[config.mk]
export PLATFORM = sky130hd
export DESIGN_NAME = automata_stage_report_collector
export DESIGN_NICKNAME = d
export VERILOG_FILES = /design/src/rtl/automata_stage_pkg.sv /design/src/rtl/rpt_evt_fifo.sv /design/src/rtl/automata_stage_report_collector.sv
export SDC_FILE = /design/constraint.sdc
export NUM_CORES = 2
export LEC_CHECK = 0
export ABC_AREA = 1
export CORE_UTILIZATION = 53
export CTS_BUF_LIST = sky130_fd_sc_hd__clkbuf_2
export DETAILED_ROUTE_END_ITERATION = 6
export PLACE_DENSITY = 0.74
export SLEW_MARGIN = 20
export SYNTH_ARGS = -nofsm -noshare
export SYNTH_HDL_FRONTEND = slang
export SYNTH_SLANG_ARGS = --single-unit
[constraint.sdc]
create_clock -name clk -period 4.7 [get_ports clk]
set_input_delay 0.94 -clock clk [delete_from_list [all_inputs] [get_ports clk]]
set_output_delay 0.94 -clock clk [all_outputs]
set_load 0.01 [all_outputs]
[src/rtl/automata_stage_pkg.sv]
// Shared types and helpers for the automata stage report collector.
package automata_stage_pkg;

    // Widest report vector the lowest-set-bit helper can scan.
    localparam int unsigned MAX_RPT   = 256;
    localparam int unsigned LSB_IDX_W = $clog2(MAX_RPT);

    // Default cluster geometry.
    localparam int unsigned DEF_NUM_AUT     = 13;
    localparam int unsigned DEF_RPT_PER_AUT = 4;
    localparam int unsigned DEF_TS_W        = 32;
    localparam int unsigned NUM_RPT         = DEF_NUM_AUT * DEF_RPT_PER_AUT;
    localparam int unsigned ID_W            = $clog2(NUM_RPT);

    // One delivered event for the default geometry.
    typedef struct packed {
        logic [ID_W-1:0]     id;
        logic [DEF_TS_W-1:0] ts;
    } rpt_evt_t;

    typedef enum logic [0:0] {
        ST_IDLE  = 1'b0,
        ST_DRAIN = 1'b1
    } drain_state_e;

    function automatic int unsigned calc_num_rpt(input int unsigned num_aut,
                                                 input int unsigned rpt_per_aut);
        return num_aut * rpt_per_aut;
    endfunction

    function automatic int unsigned calc_id_w(input int unsigned num_rpt);
        return (num_rpt > 1) ? $clog2(num_rpt) : 1;
    endfunction

    // Index of the lowest set bit; 0 when the vector is empty.
    function automatic logic [LSB_IDX_W-1:0] lowest_set(input logic [MAX_RPT-1:0] v);
        logic [LSB_IDX_W-1:0] idx;
        logic                 found;
        idx   = '0;
        found = 1'b0;
        for (int unsigned i = 0; i < MAX_RPT; i++) begin
            if (!found && v[i]) begin
                idx   = LSB_IDX_W'(i);
                found = 1'b1;
            end
        end
        return idx;
    endfunction

endpackage

[src/rtl/rpt_evt_fifo.sv]
// Synchronous event FIFO with flush and a registered head word.
module rpt_evt_fifo #(
    parameter int unsigned W     = 38,
    parameter int unsigned DEPTH = 16
) (
    input  logic         clk,
    input  logic         rst_n,
    input  logic         flush_i,
    input  logic         wr_en_i,
    input  logic [W-1:0] wr_data_i,
    input  logic         rd_en_i,
    output logic         rd_valid_o,
    output logic [W-1:0] rd_data_o,
    output logic         full_o,
    output logic         empty_o
);

    localparam int unsigned PTR_W = $clog2(DEPTH);

    logic [W-1:0]     mem_q [DEPTH];
    logic [PTR_W-1:0] wr_ptr_q, rd_ptr_q, rd_ptr_d;
    logic [PTR_W:0]   cnt_q, cnt_d;
    logic             valid_q;
    logic [W-1:0]     data_q, head_d;
    logic             rd_ok, wr_ok;

    assign full_o     = (cnt_q == (PTR_W+1)'(DEPTH));
    assign empty_o    = !valid_q;
    assign rd_valid_o = valid_q;
    assign rd_data_o  = data_q;
    assign rd_ok      = rd_en_i && valid_q;
    assign wr_ok      = wr_en_i && (!full_o || rd_ok);

    // Next read pointer, occupancy, and the word that will sit at the head;
    // a write into an otherwise empty queue bypasses straight to the head.
    always_comb begin
        rd_ptr_d = rd_ok ? rd_ptr_q + PTR_W'(1) : rd_ptr_q;
        unique case ({wr_ok, rd_ok})
            2'b10:   cnt_d = cnt_q + (PTR_W+1)'(1);
            2'b01:   cnt_d = cnt_q - (PTR_W+1)'(1);
            default: cnt_d = cnt_q;
        endcase
        head_d = (wr_ok && (wr_ptr_q == rd_ptr_d)) ? wr_data_i : mem_q[rd_ptr_d];
    end

    // Storage array.
    always_ff @(posedge clk or negedge rst_n) begin
        if (!rst_n) begin
            for (int unsigned i = 0; i < DEPTH; i++) mem_q[i] <= '0;
        end else if (wr_ok && !flush_i) begin
            mem_q[wr_ptr_q] <= wr_data_i;
        end
    end

    // Pointers, occupancy and registered head.
    always_ff @(posedge clk or negedge rst_n) begin
        if (!rst_n) begin
            wr_ptr_q <= '0;
            rd_ptr_q <= '0;
            cnt_q    <= '0;
            valid_q  <= 1'b0;
            data_q   <= '0;
        end else if (flush_i) begin
            wr_ptr_q <= '0;
            rd_ptr_q <= '0;
            cnt_q    <= '0;
            valid_q  <= 1'b0;
            data_q   <= '0;
        end else begin
            if (wr_ok) wr_ptr_q <= wr_ptr_q + PTR_W'(1);
            rd_ptr_q <= rd_ptr_d;
            cnt_q    <= cnt_d;
            valid_q  <= (cnt_d != '0);
            data_q   <= head_d;
        end
    end

endmodule

[src/rtl/automata_stage_report_collector.sv]
// Symbol pass-through pipeline plus report collection: sticky flags and a
// time-stamped (report id, symbol index) event stream.
module automata_stage_report_collector
    import automata_stage_pkg::*;
#(
    parameter int unsigned SYM_W       = 8,
    parameter int unsigned NUM_AUT     = 13,
    parameter int unsigned RPT_PER_AUT = 4,
    parameter int unsigned PIPE_DEPTH  = 1,
    parameter int unsigned FIFO_DEPTH  = 16,
    parameter int unsigned TS_W        = 32,
    localparam int unsigned NUM_RPT    = calc_num_rpt(NUM_AUT, RPT_PER_AUT),
    localparam int unsigned ID_W       = calc_id_w(NUM_RPT)
) (
    input  logic               clk,
    input  logic               reset_n,
    input  logic               in_run,
    input  logic [SYM_W-1:0]   in_symbols,
    input  logic               in_restart,
    output logic               out_run,
    output logic [SYM_W-1:0]   out_symbols,
    output logic               out_restart,
    input  logic               aut_rpt_valid,
    input  logic [NUM_RPT-1:0] aut_reports,
    input  logic               clear_sticky,
    output logic [NUM_RPT-1:0] sticky,
    output logic               any_report,
    output logic               evt_valid,
    input  logic               evt_ready,
    output logic [ID_W-1:0]    evt_id,
    output logic [TS_W-1:0]    evt_ts,
    output logic [15:0]        merge_cnt
);

    logic [PIPE_DEPTH-1:0] run_q, rst_q, run_in, rst_in;
    logic [SYM_W-1:0]      sym_q [PIPE_DEPTH];
    logic [SYM_W-1:0]      sym_in [PIPE_DEPTH];

    logic [TS_W-1:0]    ts_q;
    logic [NUM_RPT-1:0] hit, sticky_q;
    drain_state_e       state_q, state_d;
    logic [NUM_RPT-1:0] snap_vec_q, snap_vec_d, bl_vec_q, bl_vec_d, pick_oh;
    logic [TS_W-1:0]    snap_ts_q, snap_ts_d, bl_ts_q, bl_ts_d;
    logic [ID_W-1:0]    pick_id;
    logic [15:0]        merge_cnt_q;
    logic               merge_inc, push;
    logic               fifo_full, fifo_empty, fifo_pop, fifo_can_push;
    logic [ID_W+TS_W-1:0] fifo_rd_data;

    // Stage inputs: stage 0 takes the ports, later stages chain.
    always_comb begin
        run_in    = '0;
        rst_in    = '0;
        run_in[0] = in_run;
        rst_in[0] = in_restart;
        sym_in[0] = in_symbols;
        for (int unsigned i = 1; i < PIPE_DEPTH; i++) begin
            run_in[i] = run_q[i-1];
            rst_in[i] = rst_q[i-1];
            sym_in[i] = sym_q[i-1];
        end
    end

    // Pass-through registers; a symbol only advances alongside its run bit.
    always_ff @(posedge clk or negedge reset_n) begin
        if (!reset_n) begin
            run_q <= '0;
            rst_q <= '0;
            for (int unsigned i = 0; i < PIPE_DEPTH; i++) sym_q[i] <= '0;
        end else begin
            run_q <= run_in;
            rst_q <= rst_in;
            for (int unsigned i = 0; i < PIPE_DEPTH; i++) begin
                if (run_in[i]) sym_q[i] <= sym_in[i];
            end
        end
    end

    assign out_run     = run_q[PIPE_DEPTH-1];
    assign out_restart = rst_q[PIPE_DEPTH-1];
    assign out_symbols = sym_q[PIPE_DEPTH-1];

    // Symbol-index timestamp.
    always_ff @(posedge clk or negedge reset_n) begin
        if (!reset_n)        ts_q <= '0;
        else if (in_restart) ts_q <= '0;
        else if (in_run)     ts_q <= ts_q + TS_W'(1);
    end

    assign hit = aut_rpt_valid ? aut_reports : '0;

    // Sticky flags; a hit coincident with clear survives.
    always_ff @(posedge clk or negedge reset_n) begin
        if (!reset_n)          sticky_q <= '0;
        else if (in_restart)   sticky_q <= '0;
        else if (clear_sticky) sticky_q <= hit;
        else                   sticky_q <= sticky_q | hit;
    end

    assign sticky     = sticky_q;
    assign any_report = |sticky_q;

    assign pick_id       = ID_W'(lowest_set(MAX_RPT'(snap_vec_q)));
    assign pick_oh       = NUM_RPT'(1) << pick_id;
    assign fifo_pop      = evt_ready && !fifo_empty;
    assign fifo_can_push = !fifo_full || fifo_pop;

    // Drain FSM: snapshot drains one bit per cycle; hits arriving meanwhile
    // accumulate in the backlog, which is folded in (including a same-cycle
    // hit) when the snapshot empties.
    always_comb begin
        state_d    = state_q;
        snap_vec_d = snap_vec_q;
        snap_ts_d  = snap_ts_q;
        bl_vec_d   = bl_vec_q;
        bl_ts_d    = bl_ts_q;
        merge_inc  = 1'b0;
        push       = 1'b0;
        if (in_restart) begin
            state_d    = ST_IDLE;
            snap_vec_d = '0;
            snap_ts_d  = '0;
            bl_vec_d   = '0;
            bl_ts_d    = '0;
        end else begin
            unique case (state_q)
                ST_IDLE: begin
                    if (hit != '0) begin
                        snap_vec_d = hit;
                        snap_ts_d  = ts_q;
                        state_d    = ST_DRAIN;
                    end
                end
                ST_DRAIN: begin
                    if (hit != '0) begin
                        bl_vec_d = bl_vec_q | hit;
                        if (bl_vec_q == '0) bl_ts_d   = ts_q;
                        else                merge_inc = 1'b1;
                    end
                    if (fifo_can_push) begin
                        push       = 1'b1;
                        snap_vec_d = snap_vec_q & ~pick_oh;
                        if (snap_vec_d == '0) begin
                            if (bl_vec_d != '0) begin
                                snap_vec_d = bl_vec_d;
                                snap_ts_d  = bl_ts_d;
                                bl_vec_d   = '0;
                            end else begin
                                state_d = ST_IDLE;
                            end
                        end
                    end
                end
                default: state_d = ST_IDLE;
            endcase
        end
    end

    // Drain FSM state.
    always_ff @(posedge clk or negedge reset_n) begin
        if (!reset_n) begin
            state_q    <= ST_IDLE;
            snap_vec_q <= '0;
            snap_ts_q  <= '0;
            bl_vec_q   <= '0;
            bl_ts_q    <= '0;
        end else begin
            state_q    <= state_d;
            snap_vec_q <= snap_vec_d;
            snap_ts_q  <= snap_ts_d;
            bl_vec_q   <= bl_vec_d;
            bl_ts_q    <= bl_ts_d;
        end
    end

    // Saturating backlog-merge counter; survives restart.
    always_ff @(posedge clk or negedge reset_n) begin
        if (!reset_n)                              merge_cnt_q <= '0;
        else if (merge_inc && merge_cnt_q != '1)   merge_cnt_q <= merge_cnt_q + 16'd1;
    end

    assign merge_cnt = merge_cnt_q;

    rpt_evt_fifo #(
        .W     (ID_W + TS_W),
        .DEPTH (FIFO_DEPTH)
    ) u_fifo (
        .clk        (clk),
        .rst_n      (reset_n),
        .flush_i    (in_restart),
        .wr_en_i    (push),
        .wr_data_i  ({pick_id, snap_ts_q}),
        .rd_en_i    (fifo_pop),
        .rd_valid_o (evt_valid),
        .rd_data_o  (fifo_rd_data),
        .full_o     (fifo_full),
        .empty_o    (fifo_empty)
    );

    assign evt_id = fifo_rd_data[ID_W+TS_W-1:TS_W];
    assign evt_ts = fifo_rd_data[TS_W-1:0];

endmodule

==> results.py <==
metrics = {
    "timing": {
        "rsz0062_at_grt": "true",
        "setup_tns_ps": -27100,
        "final.period_utilization_pct": 106,
        "maxSlewHeadroom_pct": 28.5,
        "period_minus_slack_ps": 4990,
        "setup_viol": 142,
        "max_freq_ghz": 0.200,
        "clock_skew_ps": 165,
        "hold_violations": 0,
        "tightest_slew_ps": 1060,
        "drv_slew": 0,
        "whs_ps": 115,
        "setup_ws_ps": -292,
    },
    "floorplanning": {
        "die_height_um": 294,
        "rows": 106,
        "pin_count": 185,
        "fp.dieW_um": 294,
        "core_mm2": 0.0838,
        "initial_core_util_pct": 53.7,
        "fp.dieArea_mm2": 0.0862,
    },
    "synth": {
        "synth_cells": 5588,
        "yosysWarnings": 0,
        "syn-cell-area_mm2": 0.0450,
        "synth.area.top_cells": "dfrtp_1 52%, nand2_1 14%, o21ai_0 7.5%, a21oi_1 4.9%, inv_1 3.4%",
        "synth_top_area_cell": "dfrtp_1",
        "syn_nets": 5667,
        "syn_area_per_cell_um2": 8.06,
        "ys_seq_elements": 939,
        "ys_async_sr_fraction_pct": 100,
        "synth-edff-count": 0,
        "synth.distinct_cells": 60,
        "synth-seq-area-share_pct": 52.2,
        "synth_top_flop_cell": "dfrtp_1",
        "synth_top_area_share_pct": 52.2,
    },
    "grt": {
        "grt_pass1_vias": 39500,
        "track_usage_pct": 31.0,
        "antenna_found_initial": 2,
        "grt_start_max_net_pins": 125,
        "grt_pass1_wl_mm": 213,
        "gr-total-overflow": 0,
    },
    "critical_path": {
        "cp.required_ps": 6120,
        "critPathKind": "flop to flop",
        "reg2reg_from": "snap_vec_q[3]",
        "cpPeakStageDelay_ps": 430,
        "worst-path-max-fanout": 8,
        "crit_arrival_ps": 6420,
        "cp-start-kind": "flop",
        "rr_worst_depth": 36,
        "worst_r2r_endpoint": "snap_ts_q[26]",
        "path_common_cell": "nand4_1",
        "crit_start": "snap_vec_q[3]",
        "r2r_slack_ps": -290,
        "cp-end-kind": "flop",
        "slowest_stage": "dfrtp_1",
        "crit_end": "snap_ts_q[26]",
    },
    "route": {
        "final_antenna_net_count": 0,
        "first_pass_iters": 7,
        "drt_iter0_drc": 4587,
        "drc": 0,
        "drt_wl_total_mm": 134,
        "vias": 41100,
        "wire_per_inst_um": 18.6,
        "via_per_inst": 5.72,
    },
    "clock_network": {
        "htreeDepth": 4,
        "cts_sinks": 939,
        "root_buffer": "clkbuf_2",
        "clk_latency_ps": 1640,
        "cts_tree": "done",
        "cts_buffers": 233,
        "clk_pin_slew_worst_paths_ps": 110,
        "cts_buffer_depth": 3,
    },
    "placement": {
        "numPortBuffers": 184,
        "place_congestion": 0.870,
        "dpl.hpwl_mm": 77.9,
        "pre_cts_slack_ps": -198,
    },
    "run": {
        "cap_violations": 0,
    },
    "hold_path": {
        "hp-class": "input pin to flop",
    },
    "layout": {
        "drive_gt1_share_pct": 12.4,
        "finalNetCount": 5953,
        "syn_to_final_growth_pct": 16.5,
        "n_fill_cell": 7191,
    },
    "power": {
        "power.density_mw_per_mm2": 363,
        "p_leak_nw": 24.8,
        "ir_drop_uv": 304,
    },
    "outcome": {
        "status": "finished with violations",
        "failed_checks": "negative setup slack",
    },
}
[per-stage QoR]
step | area, um^2 | power [mW] | util (%) | std cells
final | 52500 | 19.1 | 62.6 | 7186
after global routing | 52500 | 20.0 | 62.6 | 7183
after CTS | 51700 | 18.9 | 61.7 | 7152
after detailed placement | 48400 | 13.1 | 57.7 | 6651
after global placement | 48400 | 13.0 | 57.7 | 6651
after floorplan | 45000 | 11.5 | - | 5588
[layer usage]
metal  vias up  GRT usage [%]  routed length (um)
met1     19800           43.2               57200
met5         -              0                   0
li1      19200              -                   -
met2      1904           48.6               61800
met3       280           5.94               11100
met4         0           10.5                3630
[worst min-delay path by stage]
stage / start / endpoint / slack (ps) / cells past startpoint
after floorplan: u_fifo.mem_q[261] / u_fifo.mem_q[261] / 440 / 2
after global placement: bl_ts_q[30] / bl_ts_q[30] / 450 / 1
after detailed placement: out_symbols[2] / out_symbols[2] / 460 / 2
after CTS: in_restart / out_restart / 20 / 2
after global routing: in_restart / out_restart / 4 / 2
final: aut_reports[51] / sticky[51] / 110 / 3
[flip-flops by register name (all words and copies together) (netlist names), 4 cells and up]
signal,flops
u_fifo.mem_q,608
bl_vec_q,52
snap_vec_q,52
sticky,52
u_fifo.rd_data_o,38
bl_ts_q,32
snap_ts_q,32
ts_q,32
merge_cnt,16
out_symbols,8
u_fifo.cnt_q,5
u_fifo.rd_ptr_q,4
u_fifo.wr_ptr_q,4
[where the power goes]
group,internal (mW),total (mW),switching (mW)
sequential,8.46,8.75,0.288
clock,2.14,5.56,3.42
combinational,1.68,4.75,3.06
total,12.3,19.1,6.77
[area by class of cell]
cell class              instances  area [um^2]  share of cell area (%)
clock inverters                72          439                   0.837
well taps                    1134         1420                    2.70
clock buffers                 330         1650                    3.15
inverters                     436         1660                    3.16
diodes                         11         27.5                  0.0525
multi-input cells            3824        18900                    36.1
repair inverters                1         7.51                  0.0143
repair buffers                439         4850                    9.25
flip-flops and latches        939        23500                    44.8
[critical path, delay by kind of cell, from the launching register on]
kind,cells,cell delay (ps)
AND/OR/NAND/NOR,33,3990
flip-flops,1,430
buffers and inverters,2,360
AO/OA/AOI/OAI,1,50
[logic make-up after synthesis]
| group | share of synthesized area [%] |
|---|---|
| DFF | 52.2 |
| buffers and inverters | 7.18 |
| adders and majority gates | 0.350 |
| AOI/OAI and AO/OA | 18.1 |
| xor gates and xnor gates | 0.408 |
| and+or+nand+nor | 21.8 |
| muxes | 0.0472 |
[placed cells by master (no fill, tap or decap), types with 25 or more instances in the layout]
| cell type | instances |
|---|---|
| nor4_1 | 47 |
| o21ai_0 | 664 |
| a311o_1 | 32 |
| nand3_1 | 233 |
| nand2_1 | 1614 |
| clkbuf_2 | 330 |
| nand4_1 | 46 |
| clkinv_1 | 55 |
| a221oi_1 | 36 |
| a32o_1 | 35 |
| clkdlybuf4s50_1 | 181 |
| a211oi_1 | 33 |
| buf_12 | 50 |
| dlygate4sd3_1 | 63 |
| a21oi_1 | 437 |
| o211ai_1 | 42 |
| o21ai_2 | 61 |
| dfrtp_1 | 939 |
| buf_4 | 116 |
| nor3_1 | 25 |
| inv_1 | 406 |
| nor2_1 | 299 |
[cells in the mapped netlist (11+ instances only)]
library cell,count
nand2_1,1625
dfrtp_1,939
o21ai_0,677
a21oi_1,438
inv_1,411
clkbuf_1,333
nor2_1,305
nand3_1,235
nor4_1,48
nand4_1,46
o211ai_1,42
a221oi_1,36
a32o_1,35
a211oi_1,33
o21ai_1,33
a311o_1,32
buf_1,29
nand2_2,29
o21ai_2,28
o22ai_1,26
nor3_1,25
clkinv_1,19
xor2_1,18
a21o_1,17
nor2_4,14
buf_4,12
ha_1,11
[timing repair]
item,in CTS,in global routing
endpoints found under the hold margin,439,0
hold buffers,64,0
buffers inserted,27,15
pin swaps,21,31
cloned,8,9
gates resized for setup,52,106
setup endpoints to repair,137,238
Note: power is estimated with default switching activity, not from simulation.
